### src/rtl/load_store_unit.sv
// Load/store unit: byte/half/word loads and read-modify-write stores against a registered-read word memory.
// Define LSU_MISALIGN_TRAP_EN to fault misaligned half/word accesses instead of ignoring the low address bits.
module load_store_unit #(
  parameter int DATA_W = 32,
  parameter int ROWS   = 64,
  localparam int WA    = $clog2(ROWS)
) (
  input  logic              clk,
  input  logic              rst,
  input  logic              req_valid,
  output logic              req_ready,
  input  logic              req_we,
  input  logic [2:0]        req_funct3,
  input  logic [WA+1:0]     req_addr,
  input  logic [DATA_W-1:0] req_wdata,
  output logic              rsp_valid,
  input  logic              rsp_ready,
  output logic [DATA_W-1:0] rsp_rdata,
  output logic              rsp_err,
  output logic              mem_we,
  output logic [WA-1:0]     mem_waddr,
  output logic [DATA_W-1:0] mem_wdata,
  output logic [WA-1:0]     mem_raddr,
  input  logic [DATA_W-1:0] mem_rdata
);

  typedef enum logic [1:0] {IDLE, RD_WAIT, RESP} state_t;

  state_t              state, state_nxt;
  logic                we_q;
  logic [2:0]          f3_q;
  logic [WA+1:0]       addr_q;
  logic [DATA_W-1:0]   wdata_q;
  logic                acc_err;
  logic [7:0]          byte_sel;
  logic [15:0]         half_sel;
  logic [DATA_W-1:0]   load_val;
  logic [DATA_W-1:0]   store_val;

  always_ff @(posedge clk or posedge rst) begin
    if (rst) state <= IDLE;
    else     state <= state_nxt;
  end

  always_comb begin
    state_nxt = state;
    case (state)
      IDLE:    if (req_valid) state_nxt = RD_WAIT;
      RD_WAIT: state_nxt = RESP;
      RESP:    if (rsp_ready) state_nxt = IDLE;
      default: state_nxt = IDLE;
    endcase
  end

  always_ff @(posedge clk or posedge rst) begin
    if (rst) begin
      we_q    <= 1'b0;
      f3_q    <= 3'b000;
      addr_q  <= '0;
      wdata_q <= '0;
    end else if (state == IDLE && req_valid) begin
      we_q    <= req_we;
      f3_q    <= req_funct3;
      addr_q  <= req_addr;
      wdata_q <= req_wdata;
    end
  end

  // Unsupported encodings and unsigned stores fault; alignment faults only in the trapping build.
  always_comb begin
    acc_err = 1'b0;
    case (f3_q)
      3'b000, 3'b001, 3'b010: acc_err = 1'b0;
      3'b100, 3'b101:         acc_err = we_q;
      default:                acc_err = 1'b1;
    endcase
`ifdef LSU_MISALIGN_TRAP_EN
    if ((f3_q[1:0] == 2'b01 && addr_q[0]) || (f3_q == 3'b010 && addr_q[1:0] != 2'b00))
      acc_err = 1'b1;
`endif
  end

  always_comb begin
    byte_sel = mem_rdata[{addr_q[1:0], 3'b000} +: 8];
    half_sel = mem_rdata[{addr_q[1], 4'b0000} +: 16];
    load_val = '0;
    case (f3_q)
      3'b000:  load_val = {{(DATA_W-8){byte_sel[7]}}, byte_sel};
      3'b001:  load_val = {{(DATA_W-16){half_sel[15]}}, half_sel};
      3'b010:  load_val = mem_rdata;
      3'b100:  load_val = {{(DATA_W-8){1'b0}}, byte_sel};
      3'b101:  load_val = {{(DATA_W-16){1'b0}}, half_sel};
      default: load_val = '0;
    endcase
  end

  // Read-modify-write merge: only the addressed lanes take store data.
  always_comb begin
    store_val = mem_rdata;
    case (f3_q[1:0])
      2'b00:   store_val[{addr_q[1:0], 3'b000} +: 8] = wdata_q[7:0];
      2'b01:   store_val[{addr_q[1], 4'b0000} +: 16] = wdata_q[15:0];
      2'b10:   store_val = wdata_q;
      default: store_val = mem_rdata;
    endcase
  end

  always_ff @(posedge clk or posedge rst) begin
    if (rst) begin
      rsp_rdata <= '0;
      rsp_err   <= 1'b0;
    end else if (state == RD_WAIT) begin
      rsp_rdata <= (we_q || acc_err) ? '0 : load_val;
      rsp_err   <= acc_err;
    end
  end

  assign req_ready = (state == IDLE) && !rst;
  assign rsp_valid = (state == RESP);
  assign mem_raddr = (state == IDLE) ? req_addr[WA+1:2] : addr_q[WA+1:2];
  assign mem_waddr = addr_q[WA+1:2];
  assign mem_wdata = store_val;
  assign mem_we    = (state == RD_WAIT) && we_q && !acc_err && !rst;

endmodule

### config.mk
export PLATFORM = sky130hd
export DESIGN_NAME = load_store_unit
export DESIGN_NICKNAME = d
export VERILOG_FILES = /design/src/rtl/load_store_unit.sv
export SDC_FILE = /design/constraint.sdc
export NUM_CORES = 1
export LEC_CHECK = 0
export BUFFER_PORTS_ARGS = -buffer_cell sky130_fd_sc_hd__clkbuf_2
export CORE_MARGIN = 1
export CORE_UTILIZATION = 51
export CTS_CLUSTER_DIAMETER = 30
export DETAILED_ROUTE_END_ITERATION = 10
export HOLD_SLACK_MARGIN = 0.15
export PLACE_DENSITY = 0.8
export SLEW_MARGIN = 20
export SYNTH_ARGS = -nofsm -noshare
export SYNTH_HDL_FRONTEND = slang
export SYNTH_SLANG_ARGS = --single-unit
### constraint.sdc
create_clock -name clk -period 5.1 [get_ports clk]
set_clock_uncertainty 0.2 [all_clocks]
set_input_delay 1.02 -clock clk [delete_from_list [all_inputs] [get_ports clk]]
set_output_delay 1.02 -clock clk [all_outputs]
set_load 0.01 [all_outputs]
---- Word-level counts from Yosys, hierarchy flattened ----
Index checks and enable logic that the tools add are counted.
word-level totals
  bits of input ports ..................... 80
  word-level logic and storage cells ...... 49
  register bits after elaboration ......... 79
  bits in read-only memories .............. 0
  memory bits (writable) .................. 0
  bits in latches ......................... 0
  memories kept ........................... 0
  output and inout port bits .............. 80
operators by class
  reductions and logical operators ........ 14
  divide/modulo/power cells ............... 0
  muxes and demuxes ....................... 10
  magnitude comparators ................... 0
  shift operators ......................... 6
  equal/unequal tests ..................... 10
  bitwise logic cells ..................... 0
  $mul .................................... 0
  add/sub/neg operators ................... 2
operators by type and width
  cell                     number
  $pmux 32 s5              1
  $pmux 32 s3              1
  $bwmux 32                2
  $mux 32                  1
  $shift 16x7->32 const A  1
  $shift 8x7->32 const A   1
  $shiftx 16x7->32         1
  $shiftx 32x6->16         1
  $shiftx 32x6->8          1
  $shiftx 8x7->32          1
  $neg 5->7                2
  $eq 3x3->1 const B       2
  $mux 6                   1
  $pmux 2 s3               1
  $logic_and 1x1->1        5
  $eq 2x1->1 const B       2
  $eq 2x2->1 const B       2
  $logic_not 2->1          2
  $mux 2                   2
  $eq 3x1->1 const B       1
  $eq 3x2->1 const B       1
  $logic_not 3->1          1
  $reduce_or 3->1          1
  $logic_not 1->1          2
  6 further kinds          6

---- Longest topological paths before layout ----
  word-level depth ........................ 6
  depth in mapped cells ................... 9
  gate-level depth less buffers ........... 6

---- Worst setup path before layout ----
OpenSTA, ideal clock, no wires.
  kind .................................... input-to-output
  from .................................... input rst
  to ...................................... output mem_we
  cell stages on the path ................. 2
  required time ........................... 3880 ps
  buffers on the path ..................... 0
  path slack .............................. 759 ps
  arrival time ............................ 3121 ps
  path through ............................ inv_1 -> and4_1
between the ends
  longest elaborated chain between the ends .. 2
RTL lines
  what               line  source
  from (decl)        9     input logic rst,
  $logic_not 1->1    123   assign mem_we = (state == RD_WAIT) && we_q && !acc_err && !rst;
  $logic_and 1x1->1  123
  to (decl)          20    output logic mem_we,
No other way between the ends.

---- Worst setup path after layout ----
  from .................................... register addr_q[1]
  to ...................................... output mem_wdata[18]
between the ends
  longest elaborated chain between the ends .. 4
  elaborated cells on any way between the ends .. 9
  classes of those cells .................. add/sub: 2; shift: 4; mux: 3
RTL lines
  what                                      line      source
  from (decl)                               32        logic [WA+1:0] addr_q;
  from (signal assigned)                    64        addr_q <= req_addr;
  $neg 5->7, on equally long branches       102, 101
  $shiftx 16x7->32 (tied with other cells)  102       2'b01: store_val[{addr_q[1], 4'b0000} +: 16] = wdata_q[15:0];
  $bwmux 32, on equally long branches       102, 101
  $pmux 32 s3 (*)                           100       case (f3_q[1:0])
  to (decl)                                 22        output logic [DATA_W-1:0] mem_wdata,
Every way passes the cells marked *; elsewhere a longest branch is shown, timed or not.

==> impl_metrics.json <==
{
  "avgSynthCellArea_sq_um": 9.58,
  "maxCapViolCount": 0,
  "htreeDepth": 3,
  "clkSlewWorstSetupHoldPaths_ps": 80,
  "synth_top_cell_by_area": "dfrtp_1",
  "numCtsBuffers": 9,
  "max_freq_ghz": 0.232,
  "ys_warn_count": 0,
  "rr_startpoint": "f3_q[0]$_DFFE_PP0P_",
  "setup_tns_ps": 0,
  "wl_mm": 14.8,
  "hold_viol": 0,
  "setup_violations": 0,
  "slew_viol_final": 0,
  "die_h_um": 99.6,
  "vias": 4667,
  "synth_edf_count": 0,
  "ys_ff_latch": 79,
  "drtAntennaViolNets": 0,
  "grt_pass1_vias": 4511,
  "nFillCells": 796,
  "core_area_sq_um": 9240,
  "reg2reg_to": "rsp_rdata[8]$_DFFE_PP0N_",
  "p_comb_frac": 0.569,
  "critPathKind": "reg2out",
  "period_needed_ps": 4310,
  "pwr-share-seq": 0.289,
  "fp.dieW_um": 99.6,
  "ir_worst_vdd_uv": 357,
  "grt_pass1_wl_mm": 23.6,
  "synth_cell_type_count": 42,
  "cts_tree": "yes",
  "postCtsSetupRepairBufs": 0,
  "synthArstFlopShare": 1.00,
  "gp_congestion": 0.896,
  "io_buffers": 159,
  "synthTopCellsByCount": "79 x dfrtp_1, 58 x mux2_2, 57 x nand2_1, 41 x a21oi_1, 31 x o21ai_0",
  "die_area_sq_um": 9920,
  "dpl.hpwl_mm": 10.6,
  "crit_arrival_ps": 3090,
  "pin_count": 160,
  "nNetsFinal": 721,
  "track_usage": 0.308,
  "area_growth_syn_to_layout_pct": 21.3,
  "cp-end-kind": "output pin",
  "stdcell_count": 770,
  "min_path_cells": 2,
  "holdWs_ps": 285,
  "hold_end": "rsp_rdata[30]$_DFFE_PP0N_",
  "p_leak_nw": 2.76,
  "syn_inst": 507,
  "routedWlPerCell_um": 19.2,
  "syn_area_sq_um": 4860,
  "power_density_nw_per_um2": 697,
  "worstMarginPinSlew_ps": 1020,
  "p_sw_frac": 0.451,
  "start_util": 0.526,
  "intPower_mw": 2.25,
  "critPathMaxFanout": 32,
  "hp-start": "rsp_rdata[30]$_DFFE_PP0N_",
  "cts_buffer_depth": 2,
  "synth_area_leaders": "dfrtp_1 41%, mux2_2 13%, mux2i_1 5.2%",
  "firstDrtPassIters": 5,
  "hp-class": "reg2reg",
  "cts_root_buf": "clkbuf_8",
  "diodes": 0,
  "grt_overflow": 0,
  "r2r_setup_slack_ps": 2320,
  "critPathLaunchType": "flop",
  "yosysMostFrequentCell": "dfrtp_1",
  "max_slew_margin": 0.318,
  "drt_iter0_markers": 381,
  "outcome": "complete, no violations",
  "drcViolationCount": 0,
  "synth_ff_type": "dfrtp_1",
  "synth_fp_nets": 592,
  "cp.required_ps": 3880,
  "rsz0062_at_grt": "false",
  "clk_latency_ps": 350,
  "viasPerCell": 6.06,
  "finalCritPeriodShare": 0.846,
  "r2r_cells": 4,
  "cts_resized": 0,
  "power_frac_clock": 0.143,
  "antenna_found_initial": 0,
  "ys_seq_area_frac": 0.407,
  "netlist.area_leader.share": 0.407,
  "placed_cells": 754,
  "grt_max_degree": 80,
  "drive_above_1_share": 0.388,
  "cts_num_sinks": 79,
  "postCtsHoldBufs": 0,
  "rows": 35,
  "p_switching_mw": 1.85
}
-- how the worst max path moves through the flow --
stage                          startpoint       endpoint  slack, ps  cells past startpoint
CTS                 addr_q[1]$_DFFE_PP0P_  mem_wdata[18]        880                      8
detailed placement  addr_q[1]$_DFFE_PP0P_  mem_wdata[18]       1280                      8
finish              addr_q[1]$_DFFE_PP0P_  mem_wdata[18]        790                      8
global route        addr_q[1]$_DFFE_PP0P_  mem_wdata[18]        610                      8
global placement    addr_q[1]$_DFFE_PP0P_  mem_wdata[18]       1400                      8
floorplan                             rst         mem_we        760                      2
-- cell usage in the layout (no fill, tap or decap), types with 5 or more instances in the layout --
master / n
a211oi_1: 7
a21oi_1: 41
a221oi_1: 8
a22o_1: 10
a22oi_1: 13
and3_1: 6
clkbuf_2: 159
clkbuf_8: 10
dfrtp_1: 79
ha_1: 5
inv_1: 7
mux2_2: 58
mux2i_1: 25
nand2_1: 57
nor2_1: 21
nor2b_1: 17
nor3_1: 10
o211ai_1: 8
o21ai_0: 31
o21ai_1: 10
o221ai_1: 15
o22ai_1: 6
-- through the flow --
stage | worst slack [ps] | util | power (mW) | cell area [sq um]
finish | 786 | 0.637 | 4.11 | 5890
global route | 608 | 0.637 | 4.39 | 5890
CTS | 877 | 0.636 | 4.08 | 5880
detailed placement | 1280 | 0.609 | 3.49 | 5630
global placement | 1400 | 0.609 | 3.42 | 5630
floorplan | 759 | - | 2.76 | 4860
-- power by group through the flow --
stage	clock [mW]	sequential [mW]	combinational, mW
after floorplan	0	1.13	1.63
after detailed placement	0	1.19	2.30
final	0.585	1.19	2.34
after global routing	0.618	1.22	2.55
after global placement	0	1.17	2.25
after CTS	0.594	1.17	2.32
-- critical path, stage by stage (launching register included) --
cell      delay [ps]
dfrtp_1          330
buf_4            380
inv_1            370
ha_1             430
nor2b_1          240
and4_1           460
a21oi_1          130
o221ai_1         230
clkbuf_2         180
-- logic make-up after synthesis --
| family | count (synthesis) | share of synthesized area |
|---|---|---|
| flip-flops | 79 | 0.407 |
| buffers and inverters | 54 | 0.0538 |
| adder cells (fa/ha/maj) | 5 | 0.0129 |
| AO/OA/AOI/OAI | 157 | 0.210 |
| multiplexers | 84 | 0.191 |
| AND/OR/NAND/NOR | 128 | 0.126 |
-- routing by layer --
layer | GRT usage | vias to the layer above | wire (um)
met3 | 0.0738 | 59 | 1400
met2 | 0.458 | 283 | 6610
li1 | - | 2114 | -
met5 | 0 | - | 0
met1 | 0.424 | 2211 | 6170
met4 | 0.148 | 0 | 607
-- flip-flops by register name, summed over array words and instances (netlist names) --
name / count
rsp_rdata: 32
rsp_err: 1
f3_q: 3
we_q: 1
addr_q: 8
state: 2
wdata_q: 32
-- final cells by class --
class | instances | area [sq um] | share of cell area
multi-input combinational | 374 | 2630 | 0.446
sequential | 79 | 1980 | 0.336
timing repair buffer | 164 | 837 | 0.142
tap | 129 | 161 | 0.0274
clock buffer | 10 | 138 | 0.0234
clock inverter | 6 | 116 | 0.0198
inverter | 8 | 31.3 | 0.00531
(Power assumes the default switching activity.)
